[src/rtl/sdram_protocol_monitor.sv]
// Passive SDRAM/Wishbone protocol checker: tracks per-chip-select timing windows and bank
// state, and reports sticky flags, per-cycle pulses and a saturating violation-cycle count.
module sdram_protocol_monitor #(
    parameter int unsigned CS_W     = 2,
    parameter int unsigned T_RFC    = 7,
    parameter int unsigned T_RP     = 3,
    parameter int unsigned T_RCD    = 3,
    parameter int unsigned INIT_CYC = 10000,
    parameter int unsigned CNT_W    = 16
) (
    input  logic             wb_clk_i,
    input  logic             wb_rst_i,
    input  logic [CS_W-1:0]  sdr_cs_n,
    input  logic             sdr_ras_n,
    input  logic             sdr_cas_n,
    input  logic             sdr_we_n,
    input  logic [1:0]       sdr_ba,
    input  logic             sdr_a10,
    input  logic             sdr_init_done,
    input  logic             wb_cyc_i,
    input  logic             wb_stb_i,
    input  logic             wb_ack_o,
    input  logic             viol_clr_i,
    output logic [7:0]       viol_o,
    output logic [7:0]       viol_pulse_o,
    output logic [CNT_W-1:0] err_cnt_o,
    output logic             mon_state_o
);

    localparam logic S_INIT = 1'b0;
    localparam logic S_RUN  = 1'b1;

    localparam int unsigned V_RFC  = 0;
    localparam int unsigned V_RP   = 1;
    localparam int unsigned V_RCD  = 2;
    localparam int unsigned V_CLSD = 3;
    localparam int unsigned V_STB  = 4;
    localparam int unsigned V_ACK  = 5;
    localparam int unsigned V_INIT = 6;
    localparam int unsigned V_BANK = 7;

    localparam int unsigned T_MAX12 = (T_RFC > T_RP) ? T_RFC : T_RP;
    localparam int unsigned T_MAX   = (T_MAX12 > T_RCD) ? T_MAX12 : T_RCD;
    localparam int unsigned TCW     = (T_MAX > 1) ? $clog2(T_MAX) : 1;

    localparam logic [TCW-1:0] RFC_LD = TCW'((T_RFC > 0) ? T_RFC - 1 : 0);
    localparam logic [TCW-1:0] RP_LD  = TCW'((T_RP > 0) ? T_RP - 1 : 0);
    localparam logic [TCW-1:0] RCD_LD = TCW'((T_RCD > 0) ? T_RCD - 1 : 0);

    localparam int unsigned    INIT_W   = (INIT_CYC > 0) ? $clog2(INIT_CYC + 1) : 1;
    localparam logic [INIT_W-1:0] INIT_SAT = INIT_W'(INIT_CYC);
    localparam logic [INIT_W:0]   INIT_LIM = (INIT_W + 1)'(INIT_CYC);

    // Shared command-line decode; the chip selects gate it per CS below.
    logic [2:0] cmd_bits;
    logic       op_nop, op_act, op_rd, op_wr, op_pre, op_ref, op_mrs;

    assign cmd_bits = {sdr_ras_n, sdr_cas_n, sdr_we_n};
    assign op_nop   = (cmd_bits == 3'b111);
    assign op_act   = (cmd_bits == 3'b011);
    assign op_rd    = (cmd_bits == 3'b101);
    assign op_wr    = (cmd_bits == 3'b100);
    assign op_pre   = (cmd_bits == 3'b010);
    assign op_ref   = (cmd_bits == 3'b001);
    assign op_mrs   = (cmd_bits == 3'b000);

    logic [CS_W-1:0] cs_sel, cs_cmd, cs_act, cs_rw, cs_pre, cs_ref, cs_mrs;

    assign cs_sel = ~sdr_cs_n;
    assign cs_cmd = cs_sel & {CS_W{~op_nop}};
    assign cs_act = cs_sel & {CS_W{op_act}};
    assign cs_rw  = cs_sel & {CS_W{op_rd | op_wr}};
    assign cs_pre = cs_sel & {CS_W{op_pre}};
    assign cs_ref = cs_sel & {CS_W{op_ref}};
    assign cs_mrs = cs_sel & {CS_W{op_mrs}};

    logic [TCW-1:0]    rfc_q [CS_W];
    logic [TCW-1:0]    rfc_d [CS_W];
    logic [TCW-1:0]    rp_q  [CS_W];
    logic [TCW-1:0]    rp_d  [CS_W];
    logic [TCW-1:0]    rcd_q [CS_W][4];
    logic [TCW-1:0]    rcd_d [CS_W][4];
    logic [3:0]        open_q [CS_W];
    logic [3:0]        open_d [CS_W];

    logic              state_q, state_d;
    logic [INIT_W-1:0] init_cnt_q, init_cnt_d;
    logic [INIT_W:0]   init_elapsed;
    logic [7:0]        new_viol;
    logic [7:0]        viol_q, viol_d;
    logic [7:0]        pulse_q;
    logic [CNT_W-1:0]  err_q, err_d;

    function automatic logic [TCW-1:0] tick_down(input logic [TCW-1:0] v);
        return (v == '0) ? '0 : v - TCW'(1);
    endfunction

    // The current edge counts as an elapsed clock, so the first edge after release is 1.
    assign init_elapsed = {1'b0, init_cnt_q} + (INIT_W + 1)'(1);

    always_comb begin
        new_viol   = '0;
        state_d    = state_q;
        init_cnt_d = init_cnt_q;

        for (int c = 0; c < CS_W; c++) begin
            rfc_d[c] = cs_ref[c] ? RFC_LD : tick_down(rfc_q[c]);
            if (cs_cmd[c] && (rfc_q[c] != '0)) new_viol[V_RFC] = 1'b1;

            rp_d[c] = cs_pre[c] ? RP_LD : tick_down(rp_q[c]);
            if ((cs_act[c] || cs_ref[c]) && (rp_q[c] != '0)) new_viol[V_RP] = 1'b1;

            for (int b = 0; b < 4; b++) begin
                rcd_d[c][b] = (cs_act[c] && (sdr_ba == 2'(b))) ? RCD_LD
                                                              : tick_down(rcd_q[c][b]);
            end
            if (cs_rw[c] && (rcd_q[c][sdr_ba] != '0)) new_viol[V_RCD] = 1'b1;

            if (cs_rw[c] && !open_q[c][sdr_ba]) new_viol[V_CLSD] = 1'b1;
            if (cs_act[c] && open_q[c][sdr_ba]) new_viol[V_BANK] = 1'b1;
            if (cs_ref[c] && (open_q[c] != 4'b0000)) new_viol[V_BANK] = 1'b1;

            open_d[c] = open_q[c];
            if (cs_act[c]) begin
                open_d[c][sdr_ba] = 1'b1;
            end else if (cs_pre[c]) begin
                if (sdr_a10) open_d[c] = 4'b0000;
                else         open_d[c][sdr_ba] = 1'b0;
            end

            if ((state_q == S_INIT) && cs_cmd[c] && !(cs_pre[c] || cs_ref[c] || cs_mrs[c])) begin
                new_viol[V_INIT] = 1'b1;
            end
        end

        if (wb_stb_i && !wb_cyc_i) new_viol[V_STB] = 1'b1;
        if (wb_ack_o && !(wb_cyc_i && wb_stb_i)) new_viol[V_ACK] = 1'b1;

        if (state_q == S_INIT) begin
            if (sdr_init_done) begin
                state_d = S_RUN;
                if (init_elapsed < INIT_LIM) new_viol[V_INIT] = 1'b1;
            end else if (init_cnt_q != INIT_SAT) begin
                init_cnt_d = init_cnt_q + INIT_W'(1);
            end
        end else if (!sdr_init_done) begin
            state_d    = S_INIT;
            init_cnt_d = '0;
        end
    end

    // A violation landing in the clear cycle survives the clear.
    always_comb begin
        viol_d = viol_clr_i ? new_viol : (viol_q | new_viol);
        err_d  = err_q;
        if (viol_clr_i) begin
            err_d = (new_viol != 8'h00) ? CNT_W'(1) : '0;
        end else if ((new_viol != 8'h00) && (err_q != {CNT_W{1'b1}})) begin
            err_d = err_q + CNT_W'(1);
        end
    end

    always_ff @(posedge wb_clk_i) begin
        if (wb_rst_i) begin
            for (int c = 0; c < CS_W; c++) begin
                rfc_q[c]  <= '0;
                rp_q[c]   <= '0;
                open_q[c] <= 4'b0000;
                for (int b = 0; b < 4; b++) rcd_q[c][b] <= '0;
            end
            state_q    <= S_INIT;
            init_cnt_q <= '0;
            viol_q     <= '0;
            pulse_q    <= '0;
            err_q      <= '0;
        end else begin
            for (int c = 0; c < CS_W; c++) begin
                rfc_q[c]  <= rfc_d[c];
                rp_q[c]   <= rp_d[c];
                open_q[c] <= open_d[c];
                for (int b = 0; b < 4; b++) rcd_q[c][b] <= rcd_d[c][b];
            end
            state_q    <= state_d;
            init_cnt_q <= init_cnt_d;
            viol_q     <= viol_d;
            pulse_q    <= new_viol;
            err_q      <= err_d;
        end
    end

    assign viol_o       = viol_q;
    assign viol_pulse_o = pulse_q;
    assign err_cnt_o    = err_q;
    assign mon_state_o  = state_q;

endmodule

[config.mk]
export PLATFORM = sky130hd
export DESIGN_NAME = sdram_protocol_monitor
export DESIGN_NICKNAME = d
export VERILOG_FILES = /design/src/rtl/sdram_protocol_monitor.sv
export SDC_FILE = /design/constraint.sdc
export NUM_CORES = 1
export LEC_CHECK = 0
export CELL_PAD_IN_SITES_DETAIL_PLACEMENT = 0
export CELL_PAD_IN_SITES_GLOBAL_PLACEMENT = 1
export CORE_MARGIN = 3
export CORE_UTILIZATION = 43
export CTS_CLUSTER_DIAMETER = 200
export DETAILED_ROUTE_END_ITERATION = 10
export GPL_TIMING_DRIVEN = 0
export PLACE_DENSITY = 0.92
export SLEW_MARGIN = 15
export SYNTH_ARGS = -nofsm -noshare
export SYNTH_HDL_FRONTEND = slang
export SYNTH_SLANG_ARGS = --single-unit
[constraint.sdc]
create_clock -name wb_clk_i -period 2.91 [get_ports wb_clk_i]
set_input_delay 0.7275 -clock wb_clk_i [delete_from_list [all_inputs] [get_ports wb_clk_i]]
set_output_delay 0.7275 -clock wb_clk_i [all_outputs]
set_load 0.02 [all_outputs]
Word level (Yosys, flattened, before mapping)
Memory sizes are Yosys's and may differ from the RTL's.
Cells that the tools add are included.
- memories: 4
- word-level logic and storage cells: 225
- bits in registers: 47
- output and inout port bits: 33
- bits in writable memories: 44
- memory list (memory ; words ; bits a word ; rd ports ; clocked after memory_dff ; wr ports ; RTL line ; source):
    rcd_q ; 2 ; 12 ; 2 ; 0 ; 2 ; 81 ; logic [TCW-1:0] rcd_q [CS_W][4];
    open_q ; 2 ; 4 ; 2 ; 0 ; 2 ; 83 ; logic [3:0] open_q [CS_W];
    rfc_q ; 2 ; 3 ; 2 ; 0 ; 2 ; 77 ; logic [TCW-1:0] rfc_q [CS_W];
    rp_q ; 2 ; 3 ; 2 ; 0 ; 2 ; 79 ; logic [TCW-1:0] rp_q [CS_W];
- bitwise gates (word level): 32
- reduce and logical (&&, ||, !) cells: 67
- order comparisons: 4
- mux-type cells: 87
- equal/unequal tests: 11
- add/sub/neg operators: 15
- operators with widths (operator ; number):
    $mux 3 ; 40
    $mux 14 ; 4
    $logic_not 3->1 ; 13
    $sub 3x1->3 const B ; 12
    $mux 16 ; 2
    $mux 4 ; 8
    $logic_and 1x1->1 ; 29
    $mux 1 ; 27
    $reduce_bool 3->1 ; 6
    $add 16x1->16 const B ; 1
    $ne 16x16->1 const B ; 1
    $add 14x1->15 const B ; 1
    $lt 15x14->1 const B ; 1
    $or 1x1->1 ; 15
    $add 14x1->14 const B ; 1
    $ne 14x14->1 const B ; 1
    $and 2x2->2 ; 6
    $bmux 3 s2 ; 2
    $eq 3x3->1 const B ; 3
    $and 4x4->4 ; 2
    $mux 8 ; 1
    $or 4x4->4 ; 2
    $or 8x8->8 ; 1
    $reduce_bool 4->1 ; 2
    other kinds (19) ; 35

Depth between registers and ports, before layout
Gate-level depths: netlist (run 1).
- depth in word-level cells: 15
- mapped depth: 11
- depth with buffers taken out: 9

Worst setup path before layout (run 1)
OpenSTA, ideal clock, no wires.
- kind: in2reg
- start point: input port sdr_ba[1]
- end point: register err_q[10], in the netlist err_cnt_o[10]
- setup slack: 0.391 ns
- arrival: 2.405 ns
- stages on the path: 9
- buffers on the path: 2
- cell sequence: buf_2 > mux4_2 > nor2_1 > o21ai_0 > nand4_4 > o21ai_4 > buf_6 > o31a_2 > o21a_1
- word-level cells in the longest chain between the ends: 11
- ends and longest elaborated chain (what ; RTL line ; source):
    from (decl) ; 17 ; input logic [1:0] sdr_ba,
    $not 2->3 (not written as such) ; 117 ; if (cs_rw[c] && (rcd_q[c][sdr_ba] != '0)) new_viol[V_RCD] = 1'b1;
    $bmux 3 s2 ; 117 ;
    $mux 3 (not written as such) (2 in a row) ; 117 ;
    $reduce_bool 3->1 ; 117 ;
    $logic_and 1x1->1 ; 117 ;
    $mux 1 (2 in a row) ; 117 ;
    $reduce_bool 8->1 (*) ; 158 ; end else if ((new_viol != 8'h00) && (err_q != {CNT_W{1'b1}})) begin
    $logic_and 1x1->1 (*) ; 158 ;
    $reduce_bool 2->1 (no line) (*) ; -- ;
    to (signal assigned) ; 187 ; err_q <= err_d;
    to (decl) ; 92 ; logic [CNT_W-1:0] err_q, err_d;
Mark *: on every way between the ends. The rest lies on a longest branch, timed or not. The select of a mux whose other input is x is not followed.
A chain may end at the register's enable or synchronous reset.

Worst setup path in the final report (run 1)
- start point: input port sdr_ras_n
- end point: register err_q[4], in the netlist err_cnt_o[4]
- word-level cells in the longest chain between the ends: 14
- ends and longest elaborated chain (what ; RTL line ; source):
    from (decl) ; 14 ; input logic sdr_ras_n,
    $eq 3x2->1 / $eq 3x1->1 (equally long branches) ; 63, 64 ;
    $and 2x2->2, on equally long branches ; 73, 74 ;
    $logic_or 1x1->1 (2 in a row) ; 131 ; if ((state_q == S_INIT) && cs_cmd[c] && !(cs_pre[c] || cs_ref[c] || cs_mrs[c])) begin
    $logic_not 1->1 ; 131 ;
    $logic_and 1x1->1 ; 131 ;
    $mux 1 (2 in a row) ; 131 ;
    $mux 1 ; 142 ; if (init_elapsed < INIT_LIM) new_viol[V_INIT] = 1'b1;
    $mux 1 ; 140 ; if (sdr_init_done) begin
    $mux 1 ; 139 ; if (state_q == S_INIT) begin
    $reduce_bool 8->1 (*) ; 158 ;
    $logic_and 1x1->1 (*) ; 158 ;
    $reduce_bool 2->1 (no line) (*) ; -- ;
Mark *: on every way between the ends. The rest lies on a longest branch, timed or not.

==> flow_metrics.py, run 1 <==
metrics = {
    "outcome": {
        "status": "finished, final reports clean",
    },
    "global_route": {
        "grt_pass1_vias": 3644,
        "grt_pass1_wl_mm": 17.35,
        "overflow": 0,
        "antenna_found_initial": 0,
        "grtUsageTotal_pct": 18.75,
        "grt_max_degree": 16,
    },
    "cells_and_area": {
        "synthToLayoutAreaGrowth_pct": 19.57,
        "nNetsFinal": 593,
        "nFillCells": 948,
        "drive_above_1_share_pct": 10.95,
        "n_antenna_cell": 0,
        "finalNonFillerCells": 699,
    },
    "synthesis": {
        "ys_seq_area_share_pct": 41.91,
        "ys.flop_type": "dfxtp_1",
        "async_flop_share_pct": 0,
        "syn_nets": 537,
        "ys_warn_count": 0,
        "synth_adder_area_share_pct": 4.893,
        "synth_cells": 505,
        "ys_types": 67,
        "synthSimpleGateAreaFrac_pct": 27.40,
        "synth-xor-area-share_pct": 0.8060,
        "synth_top_family_by_area": "simple AND/OR/NAND/NOR gates",
        "yosys-mux-area-fraction_pct": 2.360,
        "syn_area_per_cell_sq_um": 8.607,
        "synth_area_sq_um": 4347,
        "synth_edf_count": 0,
        "synth-seq-cells": 91,
        "synth_compound_area_share_pct": 17.82,
    },
    "timing": {
        "fin_ws_ns": 0.1309,
        "setup_tns_ns": 0,
        "max_freq_ghz": 0.3598,
        "tightest_slew_ns": 0.6087,
        "finalCritPeriodShare_pct": 95.50,
        "finalSetupViolations": 0,
        "min_period_ns": 2.779,
        "slew_viol_final": 0,
        "hold_viol_final": 0,
        "fin_worst_skew_ns": 0.01373,
        "rsz0062_at_grt": "false",
        "relSlewSlack_pct": 59.17,
    },
    "die": {
        "core_area_sq_um": 9819,
        "num_io_pins": 48,
        "start_util_pct": 44.27,
        "fp.dieH_um": 106.5,
        "die_x_um": 106.5,
        "rows": 36,
        "fp.dieArea_sq_um": 11350,
    },
    "setup_path": {
        "required_ns": 3.21,
        "reg2reg_depth": 9,
        "critPathKind": "in2reg",
        "startpoint_type": "primary input",
        "crit_chain": "clkdlybuf4s50_1 -> buf_2 -> nor3_4 -> o41ai_1 -> and3_2 -> nand4_4 -> o21ai_4 -> buf_6 -> or3_1 -> a21oi_1",
        "crit_path_max_incr_delay_ns": 0.54,
        "path_max_fanout": 10,
        "critPathSlowestCell": "clkdlybuf4s50_1",
        "cp.arrival_ns": 3.08,
        "endpoint_kind": "flip-flop",
    },
    "pwr": {
        "power.share.combinational_pct": 20.5,
        "powerDensity_nw_per_um2": 568.6,
        "p_total_w": 0.002955,
        "seqPwrFrac_pct": 49.5,
        "leakagePower_nw": 1.825,
        "power_switching_w": 0.0008884,
        "intPower_w": 0.002067,
        "ir_drop_mv": 0.2873,
        "clkPwrFrac_pct": 30.0,
        "swShare_pct": 30.06,
    },
    "cts": {
        "numClockSinks": 91,
        "cts_made_buffers": 9,
        "cts_tree": "done",
        "cts.clk_slew.worst_paths_ns": 0.10,
        "h-tree-depth": 3,
        "cts_buffer_depth": 2,
        "hold_buffers": 0,
        "clock_latency_ns": 0.36,
        "root_buffer": "clkbuf_8",
    },
    "drt": {
        "drt_iter0_markers": 205,
        "via_count": 3935,
        "drt_pass1_iterations": 5,
        "drc": 0,
        "vias_per_cell": 5.629,
        "wl_mm": 10.37,
        "wl_per_cell_um": 14.84,
        "ant_nets": 0,
    },
    "placement": {
        "dp_cells": 681,
        "hpwl_mm": 7.584,
        "post-place-ws_ns": -0.3921,
        "place_congestion": 0.8872,
        "io_buffers": 43,
    },
    "worst_hold_path": {
        "hold_depth": 1,
        "hold_path_class": "reg2reg",
    },
    "job": {
        "cap_violations": 0,
    },
}
through the flow:
step / util, % / hold WS [ns] / cell area, sq um
after global placement: 50.34 / 0.4309 / 4943
after detailed placement: 50.34 / 0.4365 / 4943
after floorplan: - / 0.4218 / 4347
after CTS: 52.40 / 0.4493 / 5145
final: 52.93 / 0.4533 / 5197
after global routing: 52.93 / 0.4764 / 5197
worst max-delay path: cells and delay by family:
kind	cells	cell delay, ns
AND/OR/NAND/NOR	4	1.02
buffers and inverters	3	0.95
AO/OA/AOI/OAI	3	0.39
layout by cell type, fill, tap and decap left out, types with 3 or more instances in the layout:
cell type	synthesis	layout
nor4_1	27	27
mux4_2	3	3
o21ai_1	9	10
clkdlybuf4s50_1	0	42
clkbuf_1	13	14
clkbuf_8	1	11
a31oi_1	11	11
buf_6	3	3
and3_1	6	6
xor2_1	3	3
ha_1	17	17
nand3b_1	6	6
or3_1	12	12
o21ai_0	20	19
a21oi_1	45	45
nor2_1	58	58
buf_2	4	4
dfxtp_1	91	91
o22ai_1	4	4
nor2b_1	5	5
inv_1	20	20
nor3_4	0	3
nand2_1	45	45
a21o_1	8	8
nand3_1	19	19
nand2b_1	4	4
nand4_4	3	3
nor3_1	10	8
or2_2	4	4
layer usage:
| layer | up-vias | wire, um | GRT usage [%] |
|---|---|---|---|
| met5 | - | 0 | 0 |
| met4 | 0 | 131 | 5.936 |
| met3 | 13 | 528 | 3.643 |
| met2 | 110 | 5030 | 31.13 |
| met1 | 1857 | 4683 | 24.62 |
| li1 | 1955 | - | - |
cells in the mapped netlist, types with 3 or more instances:
cell type | number | area [sq um]
xor2_1 | 3 | 26.28
nand3_1 | 19 | 95.09
or2_2 | 4 | 25.02
mux4_2 | 3 | 67.56
buf_2 | 4 | 20.02
a21oi_1 | 45 | 225.2
nor2b_1 | 5 | 31.28
o21ai_0 | 20 | 100.1
nor3_1 | 10 | 50.05
a21o_1 | 8 | 60.06
or3_1 | 12 | 75.07
nor2_1 | 58 | 217.7
inv_1 | 20 | 75.07
ha_1 | 17 | 212.7
o21ai_1 | 9 | 45.04
nand3b_1 | 6 | 45.04
clkbuf_1 | 13 | 48.80
nand2_1 | 45 | 168.9
and3_1 | 6 | 37.54
buf_6 | 3 | 33.78
a31oi_1 | 11 | 68.82
nor4_1 | 27 | 168.9
o22ai_1 | 4 | 25.02
dfxtp_1 | 91 | 1822
nand4_4 | 3 | 63.81
nand2b_1 | 4 | 25.02
kinds of logic (layout without fill, tap and decap cells):
| logic type | count (synthesis) | in the layout |
|---|---|---|
| AO/OA/AOI/OAI | 124 | 125 |
| XOR/XNOR | 4 | 4 |
| adder cells (fa/ha/maj) | 17 | 17 |
| buffers and inverters | 44 | 104 |
| flip-flops | 91 | 91 |
| multiplexers | 6 | 6 |
| AND/OR/NAND/NOR | 219 | 219 |
power groups by stage:
stage,clock network [W],registers [W],logic (W)
after global routing,0.000966,0.00148,0.000696
final,0.000886,0.00146,0.000606
after CTS,0.000914,0.00146,0.000602
after global placement,0,0.00148,0.000575
after detailed placement,0,0.00149,0.000601
after floorplan,0,0.00150,0.000414
timing repair:
item	4_1_cts	5_1_grt
cloned	0	1
setup buffers	0	1
pin swaps	0	2
resized for setup	1	7
setup endpoints to repair	2	14
path summary, 6_finish.rpt:
path / slack, ns / endpoint / startpoint
worst max-delay path: 0.13 / err_cnt_o[4] / sdr_ras_n
worst min-delay path: 0.45 / rcd_q[1][0] / rcd_q[1][0]
worst max register to register: 0.18 / init_cnt_q[11] / init_cnt_q[0]
worst min register to register: 0.45 / rcd_q[1][0] / rcd_q[1][0]
cell type report:
class / count / area, sq um / share of cell area (%)
Buffer: 24 / 133.9 / 2.576
Clock buffer: 11 / 141.4 / 2.720
Clock inverter: 5 / 60.06 / 1.156
Inverter: 20 / 75.07 / 1.444
Multi-Input combinational cell: 371 / 2359 / 45.38
Sequential cell: 91 / 1822 / 35.05
Tap cell: 133 / 166.4 / 3.202
Timing Repair Buffer: 44 / 440.4 / 8.474
sequential cells by signal (all words and copies together) (netlist names):
signal and flops:
rp_q 6, viol_pulse_o 8, init_cnt_q 14, err_cnt_o 16
rcd_q 24, viol_o 8, open_q 8, rfc_q 6
mon_state_o 1
Note: power is estimated with default switching activity, not from simulation.
==> run 2: changes to the inputs <==
- REMOVE_ABC_BUFFERS: unset -> 1
==> flow_metrics.py, run 2 (same netlist as run 1, synthesis figures left out) <==
metrics = {
    "outcome": {
        "status": "finished, final reports clean",
    },
    "setup_path": {
        "worst-path-buf-inv": 1,
        "cp.arrival_ns": 3.09,
        "path_max_fanout": 14,
        "critPathKind": "in2reg",
        "critPathSlowestCell": "clkdlybuf4s50_1",
        "r2r_slack_ns": 0.15,
        "r2r-end": "err_cnt_o[15]",
        "endpoint_kind": "flip-flop",
        "path_delay_family": "simple AND/OR/NAND/NOR gates",
        "crit_path_max_incr_delay_ns": 0.68,
        "crit_chain": "clkdlybuf4s50_1 -> nor3_4 -> a22oi_1 -> and3_2 -> nand4_4 -> o21ai_4 -> or4_1 -> a21oi_1",
        "startpoint_type": "primary input",
        "reg2reg_from": "init_cnt_q[1]",
        "reg2reg_depth": 9,
        "required_ns": 3.20,
    },
    "die": {
        "fp.dieH_um": 106.5,
        "num_io_pins": 48,
        "rows": 36,
        "die_x_um": 106.5,
        "fp.dieArea_sq_um": 11350,
        "core_area_sq_um": 9819,
        "start_util_pct": 44.27,
    },
    "cells_and_area": {
        "n_antenna_cell": 0,
        "top_register": "rcd_q",
        "nFillCells": 947,
        "mostFrequentLayoutCell": "dfxtp_1",
        "drive_above_1_share_pct": 11.36,
        "seq_area_sq_um": 1823,
        "synthToLayoutAreaGrowth_pct": 18.31,
        "final_cell_mix": "dfxtp_1, nor2_1, a21oi_1",
        "largest_register_ffs": 24,
        "multi_input_area_sq_um": 2387,
        "nNetsFinal": 573,
    },
    "timing": {
        "slew_viol_final": 0,
        "finalCritPeriodShare_pct": 96.12,
        "hold_viol_final": 0,
        "rsz0062_at_grt": "false",
        "whs_ns": 0.4503,
        "setup_tns_ns": 0,
        "min_period_ns": 2.797,
        "finalSetupViolations": 0,
        "tightest_slew_ns": 0.9449,
        "fin_worst_skew_ns": 0.01015,
        "max_freq_ghz": 0.3575,
        "relSlewSlack_pct": 36.77,
    },
    "global_route": {
        "grt_pass1_vias": 3607,
        "overflow": 0,
        "antenna_found_initial": 0,
        "grt_max_degree": 47,
        "grtUsageTotal_pct": 17.74,
        "grt_pass1_wl_mm": 16.62,
    },
    "drt": {
        "wl_per_cell_um": 14.41,
        "drc": 0,
        "drt_pass1_iterations": 4,
        "wl_mm": 9.782,
        "drt_iter0_markers": 181,
        "via_count": 3813,
        "ant_nets": 0,
        "vias_per_cell": 5.616,
    },
    "pwr": {
        "leakagePower_nw": 1.807,
        "p_total_w": 0.002953,
        "powerDensity_nw_per_um2": 574.2,
        "ir_drop_mv": 0.4025,
    },
    "cts": {
        "numClockSinks": 91,
        "cts.clk_slew.worst_paths_ns": 0.10,
        "h-tree-depth": 3,
        "clock_latency_ns": 0.36,
        "cts_made_buffers": 9,
        "root_buffer": "clkbuf_8",
        "cts_buffer_depth": 2,
        "cts_tree": "done",
    },
    "worst_hold_path": {
        "hp-start": "rfc_q[0][0]",
        "hold_path_class": "reg2reg",
        "hold_depth": 1,
        "whs_endpoint": "rfc_q[0][0]",
    },
    "placement": {
        "place_congestion": 0.8471,
        "io_buffers": 47,
        "hpwl_mm": 6.892,
    },
    "job": {
        "cap_violations": 0,
    },
}
==> run 2: cell types whose count changed in the layout (fill, tap and decap cells not counted), sizes merged <==
cell and delta:
dlymetal6s2s +2, inv +2, dlygate4sd3 -1, clkdlybuf4s50 -1
buf -8, clkbuf -14
==> run 2: what timing repair did <==
item | CTS | global route
buffers inserted | 0 | 0
resized for setup | 5 | 18
pin swaps | 1 | 1
hold buffers | 0 | 0
cloned | 1 | 0
setup endpoints to repair | 16 | 29
==> run 2: worst max path at each step <==
stage                              from       endpoint  slack (ns)  depth (start not counted)
final                       sdr_cs_n[1]  err_cnt_o[15]        0.11                          8
after CTS                      sdr_we_n  err_cnt_o[15]        0.02                          9
after global routing      init_cnt_q[1]  err_cnt_o[11]        0.02                          9
after detailed placement      sdr_ba[1]  err_cnt_o[11]       -0.79                          9
after global placement         wb_rst_i   err_cnt_o[1]       -1.25                          4
after floorplan           init_cnt_q[0]  err_cnt_o[15]        0.40                          9
==> run 2: metal layers <==
metal / up-vias / GRT usage, % / part of all wire (%) / wire length (um)
met4: 0 / 4.749 / 1.1 / 112
met3: 9 / 3.825 / 3.2 / 315
li1: 1917 / - / - / -
met1: 1830 / 21.69 / 45 / 4399
met2: 57 / 31.54 / 51 / 4955
met5: - / 0 / 0 / 0
==> run 2: cell type report <==
type / instances / share of cell area [%]
multi-input combinational: 371 / 46.42
clock buffer: 9 / 2.409
tap: 133 / 3.236
inverter: 20 / 1.460
timing repair buffer: 48 / 9.392
sequential: 91 / 35.45
clock inverter: 7 / 1.630
==> run 2: where the power goes <==
group          internal [W]  switching, W
logic              0.000265      0.000333
registers           0.00137     0.0000924
clock network      0.000414      0.000475
==> run 2: through the flow <==
stage	setup WS, ns	instance area, sq um	utilization [%]	instances
floorplan	0.4006	4213	-	481
global placement	-1.254	4850	49.39	661
detailed placement	-0.7948	4865	49.54	662
CTS	0.02077	5096	51.90	679
global route	0.02374	5142	52.37	679
finish	0.1129	5142	52.37	679
==> run 3: changes to the inputs <==
- SLEW_MARGIN: 15 -> unset
==> flow_metrics.py, run 3 (same netlist as run 1, synthesis figures left out) <==
metrics = {
    "cells_and_area": {
        "final_cell_mix": "dfxtp_1, nor2_1, a21oi_1",
        "drive_above_1_share_pct": 12.02,
        "n_antenna_cell": 0,
        "top_register": "rcd_q",
        "largest_register_ffs": 24,
        "nNetsFinal": 576,
        "synthToLayoutAreaGrowth_pct": 19.17,
        "mostFrequentLayoutCell": "dfxtp_1",
    },
    "timing": {
        "finalCritPeriodShare_pct": 95.88,
        "hold_viol_final": 0,
        "relSlewSlack_pct": 39.53,
        "slew_viol_final": 0,
        "finalSetupViolations": 0,
        "rsz0062_at_grt": "false",
        "fin_ws_ns": 0.1198,
        "min_period_ns": 2.790,
        "tightest_slew_ns": 0.9038,
        "max_freq_ghz": 0.3584,
        "fin_worst_skew_ns": 0.01121,
    },
    "outcome": {
        "status": "finished, final reports clean",
    },
    "setup_path": {
        "critPathSlowestCell": "clkdlybuf4s50_1",
        "path_delay_family": "simple AND/OR/NAND/NOR gates",
        "cp.arrival_ns": 3.09,
        "endpoint_kind": "flip-flop",
        "path_max_fanout": 9,
        "crit_chain": "clkdlybuf4s50_1 -> nor3_4 -> a22oi_1 -> and3_2 -> nand4_4 -> o21ai_2 -> or4_1 -> a21oi_1",
        "worst-path-buf-inv": 1,
        "required_ns": 3.21,
        "critPathKind": "in2reg",
        "startpoint_type": "primary input",
        "crit_path_max_incr_delay_ns": 0.68,
    },
    "cts": {
        "cts_buffer_depth": 2,
        "cts_tree": "done",
        "root_buffer": "clkbuf_8",
        "clock_latency_ns": 0.37,
        "numClockSinks": 91,
        "hold_buffers": 0,
        "h-tree-depth": 3,
        "cts_made_buffers": 9,
        "cts.clk_slew.worst_paths_ns": 0.10,
    },
    "global_route": {
        "grtUsageTotal_pct": 18.05,
        "grt_max_degree": 52,
        "overflow": 0,
        "grt_pass1_wl_mm": 16.86,
        "grt_pass1_vias": 3618,
        "antenna_found_initial": 0,
    },
    "worst_hold_path": {
        "hold_path_class": "reg2reg",
    },
    "die": {
        "fp.dieArea_sq_um": 11350,
        "start_util_pct": 44.27,
        "die_x_um": 106.5,
        "num_io_pins": 48,
        "fp.dieH_um": 106.5,
        "core_area_sq_um": 9819,
        "rows": 36,
    },
    "drt": {
        "drt_pass1_iterations": 4,
        "drt_iter0_markers": 176,
        "ant_nets": 0,
        "drc": 0,
        "vias_per_cell": 5.595,
        "wl_mm": 9.958,
        "via_count": 3816,
        "wl_per_cell_um": 14.60,
    },
    "placement": {
        "place_congestion": 0.8471,
        "post-place-ws_ns": -0.7961,
        "hpwl_mm": 6.906,
        "io_buffers": 47,
    },
    "pwr": {
        "powerDensity_nw_per_um2": 574.4,
        "ir_drop_mv": 0.3787,
        "leakagePower_nw": 1.824,
        "p_total_w": 0.002975,
    },
    "job": {
        "cap_violations": 0,
    },
}
## run 3: cell type report
| class | count | area, sq um |
|---|---|---|
| Clock buffer | 9 | 123.9 |
| Clock inverter | 7 | 82.58 |
| Fill cell | 939 | 4639 |
| Inverter | 20 | 75.07 |
| Multi-Input combinational cell | 372 | 2399 |
| Sequential cell | 91 | 1823 |
| Tap cell | 133 | 166.4 |
| Timing Repair Buffer | 50 | 510.5 |
## run 3: layer usage
layer  vias up  global-route usage, %  wire length, um
li1       1917                      -                -
met1      1819                  21.87             4380
met2        71                  32.35             5064
met3         9                  4.189              419
met4         0                  4.292               93
met5         -                      0                0
## run 3: stage by stage
step                      cells  area [sq um]  utilization, %  hold slack, ns  setup TNS (ns)
after floorplan             481          4213               -          0.4208               0
after global placement      661          4850           49.39          0.4329          -42.69
after detailed placement    662          4865           49.54          0.4381          -11.69
after CTS                   679          5095           51.89          0.4532               0
after global routing        682          5180           52.75          0.4755               0
final                       682          5180           52.75          0.4502               0
## run 3: worst paths after layout
kind	from	end	slack, ns	cells past startpoint
worst max-delay path	sdr_cs_n[1]	err_cnt_o[15]	0.12	8
worst min-delay path	rfc_q[0][0]	rfc_q[0][0]	0.45	1
worst max register to register	init_cnt_q[1]	err_cnt_o[15]	0.14	9
worst min register to register	rfc_q[0][0]	rfc_q[0][0]	0.45	1
## run 3: worst register-to-register path: stages (launching register included)
cell and delay (ns):
dfxtp_1 0.49, ha_2 0.29, and3_2 0.29, mux2_4 0.32, mux2i_1 0.15, o211ai_1 0.17, nand2_2 0.24, o21ai_2 0.16
or4_1 0.48, a21oi_1 0.14
## run 3: what timing repair did
item,4_1_cts,5_1_grt
resized for setup,5,19
pin swaps,1,2
endpoints found under the setup margin,16,29
buffers inserted,0,2
cloned,1,1
## run 3: power breakdown
| part | internal, W | total, W | switching [W] |
|---|---|---|---|
| logic | 0.000274 | 0.000617 | 0.000343 |
| registers | 0.00137 | 0.00147 | 0.0000922 |
| clock network | 0.000412 | 0.000893 | 0.000480 |
| total | 0.00206 | 0.00298 | 0.000915 |
